[src/rtl/mha_mul_pkg.sv]
// Shared types and constants for the MHA iterative fixed-point multipliers.
// Holds the control-state enum, the step-count function and the signed range limits.
package mha_mul_pkg;

    typedef enum logic [1:0] {
        ST_IDLE = 2'd0,
        ST_CALC = 2'd1,
        ST_DONE = 2'd2
    } mul_state_e;

    // Number of CALC cycles needed to consume the WIDTH-1 magnitude bits of the multiplier.
    function automatic int mul_steps(input int width, input int digit);
        return (width - 1 + digit - 1) / digit;
    endfunction

    function automatic longint sat_max(input int width);
        return (longint'(1) <<< (width - 1)) - longint'(1);
    endfunction

    function automatic longint sat_min(input int width);
        return -(longint'(1) <<< (width - 1));
    endfunction

endpackage

[src/rtl/mul_shift_digit.sv]
// Combinational partial product: 2*WIDTH-bit multiplicand times one unsigned DIGIT-bit digit.
module mul_shift_digit #(
    parameter int WIDTH = 16,
    parameter int DIGIT = 5
) (
    input  logic [2*WIDTH-1:0] mcand_i,
    input  logic [DIGIT-1:0]   digit_i,
    output logic [2*WIDTH-1:0] prod_o
);

    localparam int PW = 2 * WIDTH;

    assign prod_o = mcand_i * PW'(digit_i);

endmodule

[src/rtl/mul_fx_iter.sv]
// Iterative signed fixed-point multiplier, DIGIT multiplier bits per cycle, with rounding,
// saturation and an overflow flag. Valid/ready handshake on both the operand and result sides.
module mul_fx_iter
    import mha_mul_pkg::*;
#(
    parameter int WIDTH = 16,
    parameter int FRAC  = 13,
    parameter int DIGIT = 5,
    parameter int ROUND = 1,
    parameter int SAT   = 1
) (
    input  logic             I_CLK,
    input  logic             I_RST,
    input  logic             I_VLD,
    output logic             O_RDY,
    input  logic [WIDTH-1:0] I_M1,
    input  logic [WIDTH-1:0] I_M2,
    output logic             O_VLD,
    input  logic             I_RDY,
    output logic [WIDTH-1:0] O_PRODUCT,
    output logic             O_OVF,
    output logic [1:0]       O_STATE
);

    // Handshake: a transfer happens on a rising edge where valid and ready are both high;
    // valid, once raised, is held with its data until that edge.

    localparam int PW      = 2 * WIDTH;
    localparam int N       = mul_steps(WIDTH, DIGIT);
    localparam int CW      = $clog2(N + 1);
    // The shifted multiplicand in the last step is M1 << (N-1)*DIGIT; the sign-bit
    // correction M1 << (WIDTH-1) is recovered from it with this extra shift.
    localparam int SIGN_SH = WIDTH - 1 - (N - 1) * DIGIT;
    localparam int RND_SH  = (FRAC > 0) ? (FRAC - 1) : 0;

    localparam logic [PW-1:0]        RND_ADD = (ROUND != 0 && FRAC > 0) ? (PW'(1) << RND_SH) : '0;
    localparam logic signed [PW-1:0] R_MAX   = PW'(sat_max(WIDTH));
    localparam logic signed [PW-1:0] R_MIN   = PW'(sat_min(WIDTH));
    localparam logic [CW-1:0]        LAST    = CW'(N - 1);

    mul_state_e        state_q, state_d;
    logic [CW-1:0]     cnt_q, cnt_d;
    logic [PW-1:0]     m1_q, m1_d;
    logic [WIDTH-2:0]  m2_q, m2_d;
    logic              sign_q, sign_d;
    logic [PW-1:0]     acc_q, acc_d;
    logic [WIDTH-1:0]  prod_q, prod_d;
    logic              ovf_q, ovf_d;

    logic [PW-1:0]        partial;
    logic [PW-1:0]        acc_sum;
    logic [PW-1:0]        full_p;
    logic [PW-1:0]        rounded;
    logic signed [PW-1:0] r_val;
    logic                 over_hi;
    logic                 over_lo;

    mul_shift_digit #(
        .WIDTH(WIDTH),
        .DIGIT(DIGIT)
    ) u_digit (
        .mcand_i(m1_q),
        .digit_i(m2_q[DIGIT-1:0]),
        .prod_o (partial)
    );

    assign acc_sum = acc_q + partial;
    assign full_p  = acc_sum - (sign_q ? (m1_q << SIGN_SH) : '0);
    assign rounded = full_p + RND_ADD;
    assign r_val   = $signed(rounded) >>> FRAC;
    assign over_hi = (r_val > R_MAX);
    assign over_lo = (r_val < R_MIN);

    always_ff @(posedge I_CLK or posedge I_RST) begin
        if (I_RST) begin
            state_q <= ST_IDLE;
            cnt_q   <= '0;
            m1_q    <= '0;
            m2_q    <= '0;
            sign_q  <= 1'b0;
            acc_q   <= '0;
            prod_q  <= '0;
            ovf_q   <= 1'b0;
        end else begin
            state_q <= state_d;
            cnt_q   <= cnt_d;
            m1_q    <= m1_d;
            m2_q    <= m2_d;
            sign_q  <= sign_d;
            acc_q   <= acc_d;
            prod_q  <= prod_d;
            ovf_q   <= ovf_d;
        end
    end

    always_comb begin
        state_d = state_q;
        cnt_d   = cnt_q;
        m1_d    = m1_q;
        m2_d    = m2_q;
        sign_d  = sign_q;
        acc_d   = acc_q;
        prod_d  = prod_q;
        ovf_d   = ovf_q;
        case (state_q)
            ST_IDLE: begin
                if (I_VLD) begin
                    state_d = ST_CALC;
                    cnt_d   = '0;
                    m1_d    = {{WIDTH{I_M1[WIDTH-1]}}, I_M1};
                    m2_d    = I_M2[WIDTH-2:0];
                    sign_d  = I_M2[WIDTH-1];
                    acc_d   = '0;
                end
            end
            ST_CALC: begin
                acc_d = acc_sum;
                m1_d  = m1_q << DIGIT;
                m2_d  = m2_q >> DIGIT;
                cnt_d = cnt_q + CW'(1);
                if (cnt_q == LAST) begin
                    state_d = ST_DONE;
                    ovf_d   = over_hi | over_lo;
                    if (SAT != 0 && over_hi) begin
                        prod_d = R_MAX[WIDTH-1:0];
                    end else if (SAT != 0 && over_lo) begin
                        prod_d = R_MIN[WIDTH-1:0];
                    end else begin
                        prod_d = r_val[WIDTH-1:0];
                    end
                end
            end
            ST_DONE: begin
                if (I_RDY) begin
                    state_d = ST_IDLE;
                end
            end
            default: begin
                state_d = ST_IDLE;
            end
        endcase
    end

    assign O_RDY     = (state_q == ST_IDLE);
    assign O_VLD     = (state_q == ST_DONE);
    assign O_PRODUCT = prod_q;
    assign O_OVF     = ovf_q;
    assign O_STATE   = state_q;

endmodule

[config.mk]
export PLATFORM = sky130hd
export DESIGN_NAME = mul_fx_iter
export DESIGN_NICKNAME = d
export VERILOG_FILES = /design/src/rtl/mha_mul_pkg.sv /design/src/rtl/mul_shift_digit.sv /design/src/rtl/mul_fx_iter.sv
export SDC_FILE = /design/constraint.sdc
export NUM_CORES = 1
export LEC_CHECK = 0
export BUFFER_PORTS_ARGS = -buffer_cell sky130_fd_sc_hd__buf_2
export CAP_MARGIN = 20
export CORE_ASPECT_RATIO = 0.7
export CORE_MARGIN = 2
export CORE_UTILIZATION = 41
export CTS_CLUSTER_DIAMETER = 80
export DETAILED_ROUTE_END_ITERATION = 12
export PLACE_DENSITY = 0.64
export SYNTH_ARGS = -nofsm -noshare
export SYNTH_HDL_FRONTEND = slang
export SYNTH_SLANG_ARGS = --single-unit
[constraint.sdc]
create_clock -name I_CLK -period 7.05 [get_ports I_CLK]
set_input_delay 0.705 -clock I_CLK [delete_from_list [all_inputs] [get_ports I_CLK]]
set_output_delay 0.705 -clock I_CLK [all_outputs]
set_load 0.02 [all_outputs]
## Word level (Yosys, flattened, before mapping)

Index checks and enable logic that the tools add are counted.

- Word-level logic and storage cells: 43
- Bits of input ports: 36
- Flip-flop bits (word level): 101
- Output and inout bits: 21

- Multiplexer cells: 15
- Multiply operators: 1
- Reduce and logical (&&, ||, !) cells: 6
- Magnitude comparators: 2
- Bitwise logic cells: 1
- Add/sub/neg operators: 4
- Equality and inequality tests: 6

Operators by type and width:

| cell | count |
|---|---|
| 32-bit one-hot mux with 2 select lines | 2 |
| 32-bit two-way mux | 3 |
| 32-bit by 13-bit adder with 32-bit output, second input constant | 1 |
| 32-bit adder | 1 |
| 32-bit by 5-bit multiplier with 32-bit output | 1 |
| 16-bit two-way mux | 2 |
| 32-bit subtractor | 1 |
| 15-bit one-hot mux with 2 select lines | 1 |
| 19-bit by 16-bit > comparator with 1-bit output, second input constant | 1 |
| 19-bit by 16-bit less-than comparator with 1-bit output, second input constant | 1 |
| 15-bit two-way mux | 1 |
| 2-bit two-way mux | 4 |
| 2-bit one-hot mux with 3 select lines | 1 |
| 2-bit AND reduction | 3 |
| 2-bit equality test, second input constant | 2 |
| 2-bit inequality test, second input constant | 2 |
| 2-bit one-hot mux with 2 select lines | 1 |
| 3-bit AND reduction | 1 |
| 2-bit by 1-bit adder with 2-bit output, second input constant | 1 |
| 2-bit by 1-bit equality test with 1-bit output, second input constant | 1 |
| 2-bit zero test | 1 |
| 2-bit by 1-bit inequality test with 1-bit output, second input constant | 1 |
| 2-bit nonzero test | 1 |
| 1-bit OR | 1 |

## Depth between registers and ports, before layout

Gate-level depths: netlist of the first run.

- Depth after elaboration: 7
- Depth in mapped cells: 30

## Cells and area by module

From an unflattened synthesis of the first run, not the netlist that was laid out.

- Cells, all modules: 1,465
- Area, all modules: 12,295.5 um^2

Modules (own cells, without submodules):

| module | seq. area each (um^2) | area each (um^2) | times used | cells an instance |
|---|---|---|---|---|
| mul_fx_iter | 2,527.4 | 7,573.5 | 1 | 864 |
| mul_shift_digit | 0.0 | 4,722.0 | 1 | 601 |

## Least setup slack after synthesis of the first run

No wires, ideal clock.

- Path kind: register to register
- From: reg m2_q[4]
- To: reg ovf_q (netlist: O_OVF)
- Arrival: 6.705 ns
- Buffers on the path: 4
- Data required time: 6.980 ns
- Library setup time: 0.070 ns
- Cell stages (with the launch flop): 30
- Setup slack: 0.275 ns
- Path through: dfrtp_1 clkbuf_1 clkbuf_1 nand2_1 fa_1 fa_1 inv_1 fa_1 ha_1 nor2b_1 o21a_1 o21ai_0 a21o_1 a21oi_1 o31ai_1 nand2_1 xor2_1 ha_1 ha_1 buf_2 a21o_1 a211oi_2 and2b_1 o32ai_1 a211oi_2 xor2_1 nand3_2 a211oi_4 buf_6 nand3b_1

- Word-level cells in the longest chain between the ends: 6

RTL lines:

| element | line | source |
|---|---|---|
| from (decl) | mul_fx_iter.sv:44 | `logic [WIDTH-2:0] m2_q, m2_d;` |
| from (signal assigned) | mul_fx_iter.sv:88 | `m2_q <= m2_d;` |
| 32-bit by 5-bit multiplier with 32-bit output (*) | mul_shift_digit.sv:13 | `assign prod_o = mcand_i * PW'(digit_i);` |
| 32-bit adder (*) | mul_fx_iter.sv:67 | `assign acc_sum = acc_q + partial;` |
| 32-bit subtractor (*) | mul_fx_iter.sv:68 | `assign full_p = acc_sum - (sign_q ? (m1_q << SIGN_SH) : '0);` |
| 32-bit by 13-bit adder with 32-bit output (*) | mul_fx_iter.sv:69 | `assign rounded = full_p + RND_ADD;` |
| 19-bit by 16-bit > comparator with 1-bit output or 19-bit by 16-bit less-than comparator with 1-bit output (tied branches) | mul_fx_iter.sv:71, mul_fx_iter.sv:72 |  |
| 1-bit OR (*) | mul_fx_iter.sv:123 | `ovf_d = over_hi \| over_lo;` |
| to (signal assigned) | mul_fx_iter.sv:92 | `ovf_q <= ovf_d;` |
| to (decl) | mul_fx_iter.sv:48 | `logic ovf_q, ovf_d;` |

Every way passes the cells marked *; elsewhere a longest branch is shown, timed or not.
A chain may end at the register's enable or synchronous reset.

## Worst setup path in the final report of the first run

- From: reg m1_q[2]
- To: reg prod_q[13] (netlist: O_PRODUCT[13])

- Word-level cells in the longest chain between the ends: 7

RTL lines:

| element | line | source |
|---|---|---|
| from (decl) | mul_fx_iter.sv:43 | `logic [PW-1:0] m1_q, m1_d;` |
| from (signal assigned) | mul_fx_iter.sv:87 | `m1_q <= m1_d;` |
| 32-bit by 5-bit multiplier with 32-bit output | mul_shift_digit.sv:13 |  |
| 32-bit adder | mul_fx_iter.sv:67 |  |
| 32-bit subtractor (*) | mul_fx_iter.sv:68 |  |
| 32-bit by 13-bit adder with 32-bit output (*) | mul_fx_iter.sv:69 |  |
| 19-bit by 16-bit less-than comparator with 1-bit output | mul_fx_iter.sv:72 | `assign over_lo = (r_val < R_MIN);` |
| 16-bit two-way mux | mul_fx_iter.sv:126 | `end else if (SAT != 0 && over_lo) begin` |
| 16-bit two-way mux (*) | mul_fx_iter.sv:124 | `if (SAT != 0 && over_hi) begin` |
| to (signal assigned) | mul_fx_iter.sv:91 | `prod_q <= prod_d;` |
| to (decl) | mul_fx_iter.sv:47 | `logic [WIDTH-1:0] prod_q, prod_d;` |

Marked as above.

==> results of run 1 <==
[cells in the final DEF (no fill, tap or decap), drive strengths merged, types with 3 or more instances in the layout]
cell      synthesis  layout
o211ai            7       7
clkinvlp          0       3
o2bb2ai           6       6
xnor2            30      30
a21boi            3       3
a31oi            25      25
fa              113     113
buf               9     132
a221oi            3       3
ha               91      91
a211oi           10      10
a21o             30      30
clkbuf           49      12
a221o            27      27
and2            116     116
nor3             12      12
nor2b             7       7
inv             115     115
o21bai            3       3
o21ai            52      52
xor2             20      20
o2111ai           7       7
o31ai             9       9
nand2           207     207
and3              9       9
a211o             5       5
a21oi            59      59
o21a             15      15
nor2             50      50
o22ai             3       3
nand2b            9       9
nand4             8       8
nand3            29      29
dfrtp           101     101
[worst max path at each step]
stage | from | end | slack (ns) | cells after the start
after floorplan | m2_q[4] | O_OVF | 0.28 | 29
after global placement | m2_q[1] | O_PRODUCT[3] | -0.03 | 24
after CTS | m2_q[2] | O_PRODUCT[14] | 0.00006 | 28
after detailed placement | m2_q[1] | O_PRODUCT[10] | -0.19 | 24
after global routing | m2_q[1] | O_PRODUCT[12] | -0.11 | 27
final | m1_q[2] | O_PRODUCT[13] | 0.18 | 26
[cell usage after synthesis, types with 5 or more instances]
cell type,n
o31ai_1,9
o2bb2ai_1,6
o21ai_1,6
nor2_1,50
nand4_1,8
xnor2_1,30
fa_1,113
o2111ai_1,7
and2_1,116
nor2b_1,7
nand2b_1,9
a211o_1,5
clkbuf_1,49
o21a_1,15
buf_2,5
a21o_1,29
xor2_1,20
inv_1,115
nand2_1,207
o211ai_1,7
nand3_1,28
nor3_1,12
and3_1,8
dfrtp_1,101
o21ai_0,45
a211oi_1,7
a21oi_1,56
ha_1,91
a221o_1,27
a31oi_1,25
[repair_timing]
item                       CTS  global route
resized for setup            7           108
gates cloned                 0             2
setup buffers                4            21
hold buffers                 0             0
setup endpoints to repair   16            17
pin swaps                    4            44
[kinds of logic after synthesis]
family | Yosys count | synth area share [%]
buf+inv | 173 | 5.90
mux | 2 | 0.178
flops | 101 | 22.5
simple gates | 457 | 19.5
xor+xnor | 50 | 3.90
compound gates | 278 | 17.8
fa+ha+maj | 204 | 30.3
[final cells by class]
type	count	area, um^2	area share, %
clock inverter	5	61.3	0.465
clock buffer	10	239	1.81
tap	364	455	3.45
sequential	101	2540	19.3
multi-input combinational	991	8520	64.7
timing repair buffer	134	932	7.07
inverter	115	434	3.29
[state kept, by name, summed over array words and instances (netlist names)]
signal     flops
O_OVF          1
acc_q         32
cnt_q          2
m1_q          32
m2_q          15
O_STATE        2
O_PRODUCT     16
sign_q         1
[stage by stage]
stage	hold slack [ns]	instances
6_report	0.336	1720
5_1_grt	0.360	1720
4_1_cts	0.344	1697
3_5_place_dp	0.490	1678
3_3_place_gp	0.486	1678
2_1_floorplan	0.461	1265
[worst register-to-register path, stage by stage (launching register included)]
cell and delay, ns:
dfrtp_2 0.46, and2_1 0.18, fa_1 0.52, fa_1 0.55, inv_1 0.06, fa_1 0.53
inv_1 0.05, ha_1 0.37, o2111a_1 0.29, a22oi_2 0.25, a21oi_1 0.12, nor2_1 0.15
o21ai_0 0.11, xor2_1 0.29, ha_1 0.33, ha_4 0.27, o21a_1 0.12, o211ai_1 0.31
buf_4 0.19, a2111oi_4 0.04, o21a_2 0.29, mux2i_4 0.21, a2111oi_4 0.34, buf_4 0.19
a211oi_4 0.06, clkbuf_16 0.21, a221o_1 0.25
[metal layers]
| layer | GRT usage [%] | up-vias |
|---|---|---|
| li1 | - | 4445 |
| met1 | 29.9 | 4760 |
| met2 | 34.2 | 242 |
| met3 | 4.08 | 31 |
| met4 | 5.69 | 0 |
| met5 | 0 | - |
==> results.yml, run 1 <==
sta:
  fin_ws_ns: 0.179
  fmax_mhz: 146
  setup_tns_ns: 0
  rsz0062_at_grt: "yes"
  min_period_over_period_pct: 97.5
  hold_viol: 0
  finClkSkew_ns: 0.0126
  max_slew_margin_pct: 36.0
  setup_viol: 0
  slew_viol_final: 0
  worst_pin_slew_ns: 0.960
  timing.final.crit_period_ns: 6.87
floorplan:
  ios: 57
  start_util_pct: 41.9
  core_um2: 26800
  die-area_um2: 28800
  die_w_um: 202
  rows: 50
  fp.dieH_um: 143
setup_path:
  cp_num_buf_inv: 5
  r2r_cells: 26
  crit_slowest_cell: "fa_1"
  critPathArrivalTime_ns: 7.13
  r2r_setup_slack_ns: 0.18
  critPathCaptureType: "flop"
  r2r_end: "O_PRODUCT[13]"
  cp-start-kind: "flop"
  crit_path_frequent_cell: "fa_1"
  worstSetupPathType: "flop to flop"
  cpPeakStageDelay_ns: 0.55
  cpLargestDelayFamily: "adder cells"
  cp_max_fo: 7
  rr_startpoint: "m1_q[2]"
  cp.required_ns: 7.31
run:
  maxCapViolations: 0
route:
  via_per_inst: 5.51
  wl_per_cell_um: 17.9
  dr.pass1.iters: 5
  drt_wl_total_mm: 30.7
  top_layer_used: "met4"
  drc: 0
  m1WireLength_mm: 14.3
  dr_wl_met3_mm: 1.51
  drt_iter0_drc: 583
  ant_nets: 0
  wl_met2_mm: 14.5
  vias: 9478
grt:
  grt_pass1_vias: 9221
  antenna_found_initial: 0
  grt_max_degree: 84
  overflow: 0
  grt_usage_pct: 21.4
  grt_pass1_wl_mm: 48.7
synthesis:
  synth_edf_count: 0
  avgSynthCellArea_um2: 8.88
  synth_area_leaders: "dfrtp_1 22%, fa_1 20%, ha_1 10%"
  synth.distinct_cells: 66
  yosys_most_used_dff: "dfrtp_1"
  netlist_area_um2: 11200
  synth_top_area_share_pct: 22.5
  syn_nets: 1505
  synthCells: 1265
  ys_seq_elements: 101
  yosysWarnings: 0
  yosys.area.top_type: "dfrtp_1"
  async_flop_share_pct: 100
  yosysSeqAreaShare_pct: 22.5
placed_design:
  port_buffers: 56
  gp_congestion: 0.881
  dp_slack_ns: -0.195
  placed_area_um2: 12100
  dp_hpwl_mm: 22.3
clock_network:
  clock_sinks: 101
  cts_made_buffers: 9
  cts_tree: "done"
  clk_pin_slew_ns: 0.08
  clk_path_buf_depth: 2
  htreeDepth: 3
  cts-root-buf: "clkbuf_16"
  clk_latency_ns: 0.38
finish:
  postLayoutCellArea_um2: 13200
  syn_to_final_growth_pct: 17.3
  drive_above_1_share_pct: 18.4
  finish.utilization_pct: 49.1
  antenna_cells: 0
  nets: 1592
  nFillCells: 2530
status:
  status: "complete, no violations"
min_path:
  holdCritPathClass: "input port to async pin"
Power of run 1 is not shown: default switching activity piles up to over one toggle a cycle in this logic, so the estimate is an artifact.
==> run 2, diff against run 1 <==
- PLACE_DENSITY: 0.64 -> 0.58
==> results.yml, run 2 (synthesis results as in run 1) <==
sta:
  finClkSkew_ns: 0.00862
  worst_pin_slew_ns: 0.986
  hold_viol: 0
  slew_viol_final: 0
  fin_ws_ns: 0.103
  max_slew_margin_pct: 34.1
  setup_viol: 0
  hold_ws_ns: 0.363
  timing.final.crit_period_ns: 6.95
  fmax_mhz: 144
  min_period_over_period_pct: 98.5
  rsz0062_at_grt: "yes"
setup_path:
  critPathCaptureType: "flop"
  cp.required_ns: 7.31
  cp-start-kind: "flop"
  worstSetupPathType: "flop to flop"
  critPathArrivalTime_ns: 7.21
  r2r_setup_slack_ns: 0.10
  cp_max_fo: 21
clock_network:
  cts_tree: "done"
  clk_latency_ns: 0.38
  hold_buffers: 0
  cts-root-buf: "clkbuf_16"
  clk_path_buf_depth: 2
  htreeDepth: 3
  clock_sinks: 101
  clk_pin_slew_ns: 0.08
  cts_made_buffers: 9
floorplan:
  die-area_um2: 28800
  die_w_um: 202
  fp.dieH_um: 143
  core_um2: 26800
  rows: 50
  ios: 57
  start_util_pct: 41.9
placed_design:
  port_buffers: 56
  dp_hpwl_mm: 22.3
  gp_congestion: 0.887
  dp_slack_ns: -0.0950
finish:
  drive_above_1_share_pct: 18.8
  multi_input_comb_area_um2: 8480
  finish.utilization_pct: 49.1
  antenna_cells: 0
  layout_common_cells: "206 x nand2_1, 115 x and2_1, 113 x inv_1"
  nFillCells: 2557
  layout_commonest_cell: "nand2_1"
  syn_to_final_growth_pct: 17.3
  nets: 1597
  seq_area_um2: 2540
grt:
  overflow: 0
  antenna_found_initial: 0
  grt_usage_pct: 21.4
  grt_max_degree: 84
  grt_pass1_wl_mm: 48.4
  grt_pass1_vias: 8983
route:
  ant_nets: 0
  drt_wl_total_mm: 31.1
  drt_iter0_drc: 587
  wl_per_cell_um: 18.0
  via_per_inst: 5.48
  drc: 0
  vias: 9454
  dr.pass1.iters: 6
min_path:
  holdCritPathClass: "input port to async pin"
status:
  status: "complete, no violations"
run:
  maxCapViolations: 0
-- run 2: cell types whose count changed in the layout (fill, tap and decap cells not counted), moves of 2 or more --
cell      delta
a221oi_1     -2
a221oi_2     +2
buf_4        +3
dfrtp_1      -2
dfrtp_2      +2
fa_1         -2
fa_2         +2
ha_2         -2
o21ai_0      +3
o21ai_1      -3
-- run 2: final timing paths --
path	endpoint	from	cells after the start
worst min-delay path	m1_q[31]	I_RST	2
max in group asynchronous	m1_q[4]	I_RST	3
worst max-delay path	O_PRODUCT[9]	m2_q[2]	27
min in group I_CLK	cnt_q[0]	cnt_q[0]	1
worst max register to register	O_PRODUCT[9]	m2_q[2]	27
worst min register to register	cnt_q[0]	cnt_q[0]	1
-- run 2: timing repair --
action	4_1_cts	5_1_grt
gates resized for setup	7	101
endpoints found under the setup margin	16	17
cloned	0	1
pin swaps	1	52
buffers inserted	1	23
-- run 2: through the flow --
step	TNS (ns)	instances	area, um^2
5_1_grt	-2.00	1726	13200
2_1_floorplan	0	1265	11200
6_report	0	1726	13200
4_1_cts	0	1702	12500
3_5_place_dp	-1.08	1685	12200
3_3_place_gp	-0.977	1685	12200
-- run 2: area by class of cell --
class	count	share of cell area, %
Clock buffer	10	1.74
Clock inverter	6	0.532
Inverter	115	3.29
Multi-Input combinational cell	991	64.4
Sequential cell	101	19.3
Tap cell	364	3.45
Timing Repair Buffer	139	7.36
-- run 2: routing by layer --
layer / vias to the layer above / GRT usage (%) / share of wire, %
met5: - / 0 / 0
met4: 0 / 4.76 / 1.5
met3: 26 / 3.48 / 4.4
met2: 223 / 34.5 / 47
met1: 4759 / 30.5 / 47
li1: 4446 / - / -
-- run 2: worst max-delay path: stages, from the launching register on --
cell      delay, ns
dfrtp_2        0.47
buf_6          0.16
buf_6          0.16
and2_1         0.19
fa_1           0.56
fa_1           0.43
fa_1           0.55
ha_4           0.23
a21o_1         0.17
a21oi_1        0.13
nor2b_1        0.07
a311oi_2       0.31
nor2b_2        0.13
o31ai_1        0.24
and4b_2        0.33
o31ai_2        0.09
xnor2_1        0.13
ha_1           0.29
ha_1           0.33
a21o_1         0.22
a21oi_1        0.21
o32ai_2        0.12
a211oi_2       0.20
xor2_1         0.30
a21o_4         0.18
a31oi_4        0.12
buf_6          0.19
a221o_1        0.29
Power of run 2 is left out for the same reason.
==> run 3, diff against run 2 <==
- ABC_AREA: not set -> 1
==> results.yml, run 3 <==
clock_network:
  cts_made_buffers: 9
  htreeDepth: 3
  clk_pin_slew_ns: 0.09
  clk_latency_ns: 0.38
  clock_sinks: 101
  clk_path_buf_depth: 2
  cts-root-buf: "clkbuf_16"
  cts_tree: "done"
run:
  maxCapViolations: 0
setup_path:
  r2r_setup_slack_ns: 0.49
  critPathCaptureType: "flop"
  cpPeakStageDelay_ns: 0.60
  r2r_end: "O_PRODUCT[0]"
  cp.required_ns: 7.31
  cp_max_fo: 16
  r2r_cells: 33
  rr_startpoint: "m2_q[1]"
  critPathArrivalTime_ns: 6.81
  cp-start-kind: "flop"
  crit_slowest_cell: "fa_1"
  crit_start: "m2_q[1]"
  crit_path_frequent_cell: "nand2_1"
  worstSetupPathType: "flop to flop"
grt:
  gr-usage-met3_pct: 4.57
  overflow: 0
  grtUsageMet2_pct: 33.6
  grt_pass1_wl_mm: 57.4
  grt_max_degree: 64
  antenna_found_initial: 4
  grt_util_met1_pct: 40.3
  top_usage_layer: "met1"
  grt_usage_pct: 24.7
  grt_pass1_vias: 10351
synthesis:
  syn_nets: 1837
  synth_most_common_cell: "nand2_1"
  synth.distinct_cells: 51
  ys_seq_elements: 101
  yosys.area.top_type: "dfrtp_1"
  yosysWarnings: 0
  synth_area_leaders: "dfrtp_1 22%, fa_1 19%, nand2_1 17%"
  synthCells: 1597
  async_flop_share_pct: 100
  synth_top_area_share_pct: 21.6
  ys_top_cells_by_count: "526 x nand2_1, 317 x inv_1, 113 x fa_1"
  yosysSeqAreaShare_pct: 21.6
  yosys_most_used_dff: "dfrtp_1"
  synth_edf_count: 0
  avgSynthCellArea_um2: 7.34
  netlist_area_um2: 11700
placed_design:
  gp_congestion: 0.923
  port_buffers: 56
  dp_hpwl_mm: 28.0
  placed_area_um2: 12400
floorplan:
  core_um2: 27900
  rows: 51
  fp.dieH_um: 145
  die_w_um: 206
  start_util_pct: 41.9
  die-area_um2: 30000
  ios: 57
finish:
  layout_common_cells: "526 x nand2_1, 316 x inv_1, 113 x fa_1"
  layout_commonest_cell: "nand2_1"
  drive_above_1_share_pct: 8.72
  nets: 1874
  postLayoutCellArea_um2: 12800
  seq_area_um2: 2540
  multi_input_comb_area_um2: 7800
  nFillCells: 2904
  finish.utilization_pct: 45.8
  syn_to_final_growth_pct: 9.24
route:
  ant_nets: 0
  wl_per_cell_um: 17.5
  drc: 0
  vias: 10281
  drt_iter0_drc: 682
  via_per_inst: 5.11
  drt_wl_total_mm: 35.3
  dr.pass1.iters: 7
sta:
  min_period_over_period_pct: 93.0
  finClkSkew_ns: 0.0166
  slew_viol_final: 0
  worst_pin_slew_ns: 0.872
  timing.final.crit_period_ns: 6.56
  max_slew_margin_pct: 41.8
  setup_viol: 0
  hold_viol: 0
  fmax_mhz: 153
min_path:
  holdCritPathClass: "input port to async pin"
status:
  status: "complete, no violations"
-- run 3: cell families after synthesis --
| group | after synthesis | share of synthesized area [%] |
|---|---|---|
| fa+ha+maj | 204 | 29.0 |
| buf+inv | 376 | 12.4 |
| simple gates | 698 | 24.6 |
| compound gates | 182 | 9.69 |
| xor+xnor | 36 | 2.75 |
| flops | 101 | 21.6 |
-- run 3: worst max path at each step --
| stage | cells after the start | to | slack (ns) |
|---|---|---|---|
| after floorplan | 37 | O_PRODUCT[8] | 0.84 |
| after CTS | 33 | O_PRODUCT[0] | 0.19 |
| after global routing | 34 | O_PRODUCT[8] | -0.01 |
| after detailed placement | 35 | O_PRODUCT[8] | 0.22 |
| after global placement | 37 | O_PRODUCT[13] | 0.30 |
| final | 33 | O_PRODUCT[0] | 0.49 |
-- run 3: metal layers --
layer	vias up	wire, um
met1	4964	18700
met3	23	2490
met2	292	13700
met5	-	25
li1	4998	-
met4	4	350
-- run 3: timing repair --
| item | CTS | global route |
|---|---|---|
| setup buffers | 0 | 5 |
| hold buffers | 0 | 0 |
| resized for setup | 0 | 23 |
| setup endpoints to repair | 0 | 16 |
-- run 3: layout make-up --
type / instances / area share [%]
inverters: 319 / 9.37
clock buffers: 10 / 1.79
multi-input cells: 1120 / 60.9
repair buffers: 83 / 4.06
clock inverters: 6 / 0.401
well taps: 371 / 3.63
flip-flops and latches: 101 / 19.8
diodes: 2 / 0.0391
-- run 3: per-stage QoR --
step	cells	setup slack, ns	TNS (ns)	hold slack, ns
2_1_floorplan	1597	0.845	0	0.449
3_3_place_gp	1989	0.305	0	0.460
3_5_place_dp	1989	0.223	0	0.460
4_1_cts	2005	0.185	0	0.392
5_1_grt	2011	-0.0140	-0.0336	0.428
6_report	2012	0.494	0	0.381
-- run 3: critical path, delay by kind of cell (launching register included) --
kind	cells	cell delay, ns
fa+ha+maj	6	2.58
simple gates	21	2.52
buf+inv	4	0.57
flops	1	0.45
xor+xnor	1	0.18
compound gates	1	0.08
Power of run 3 is left out for the same reason.
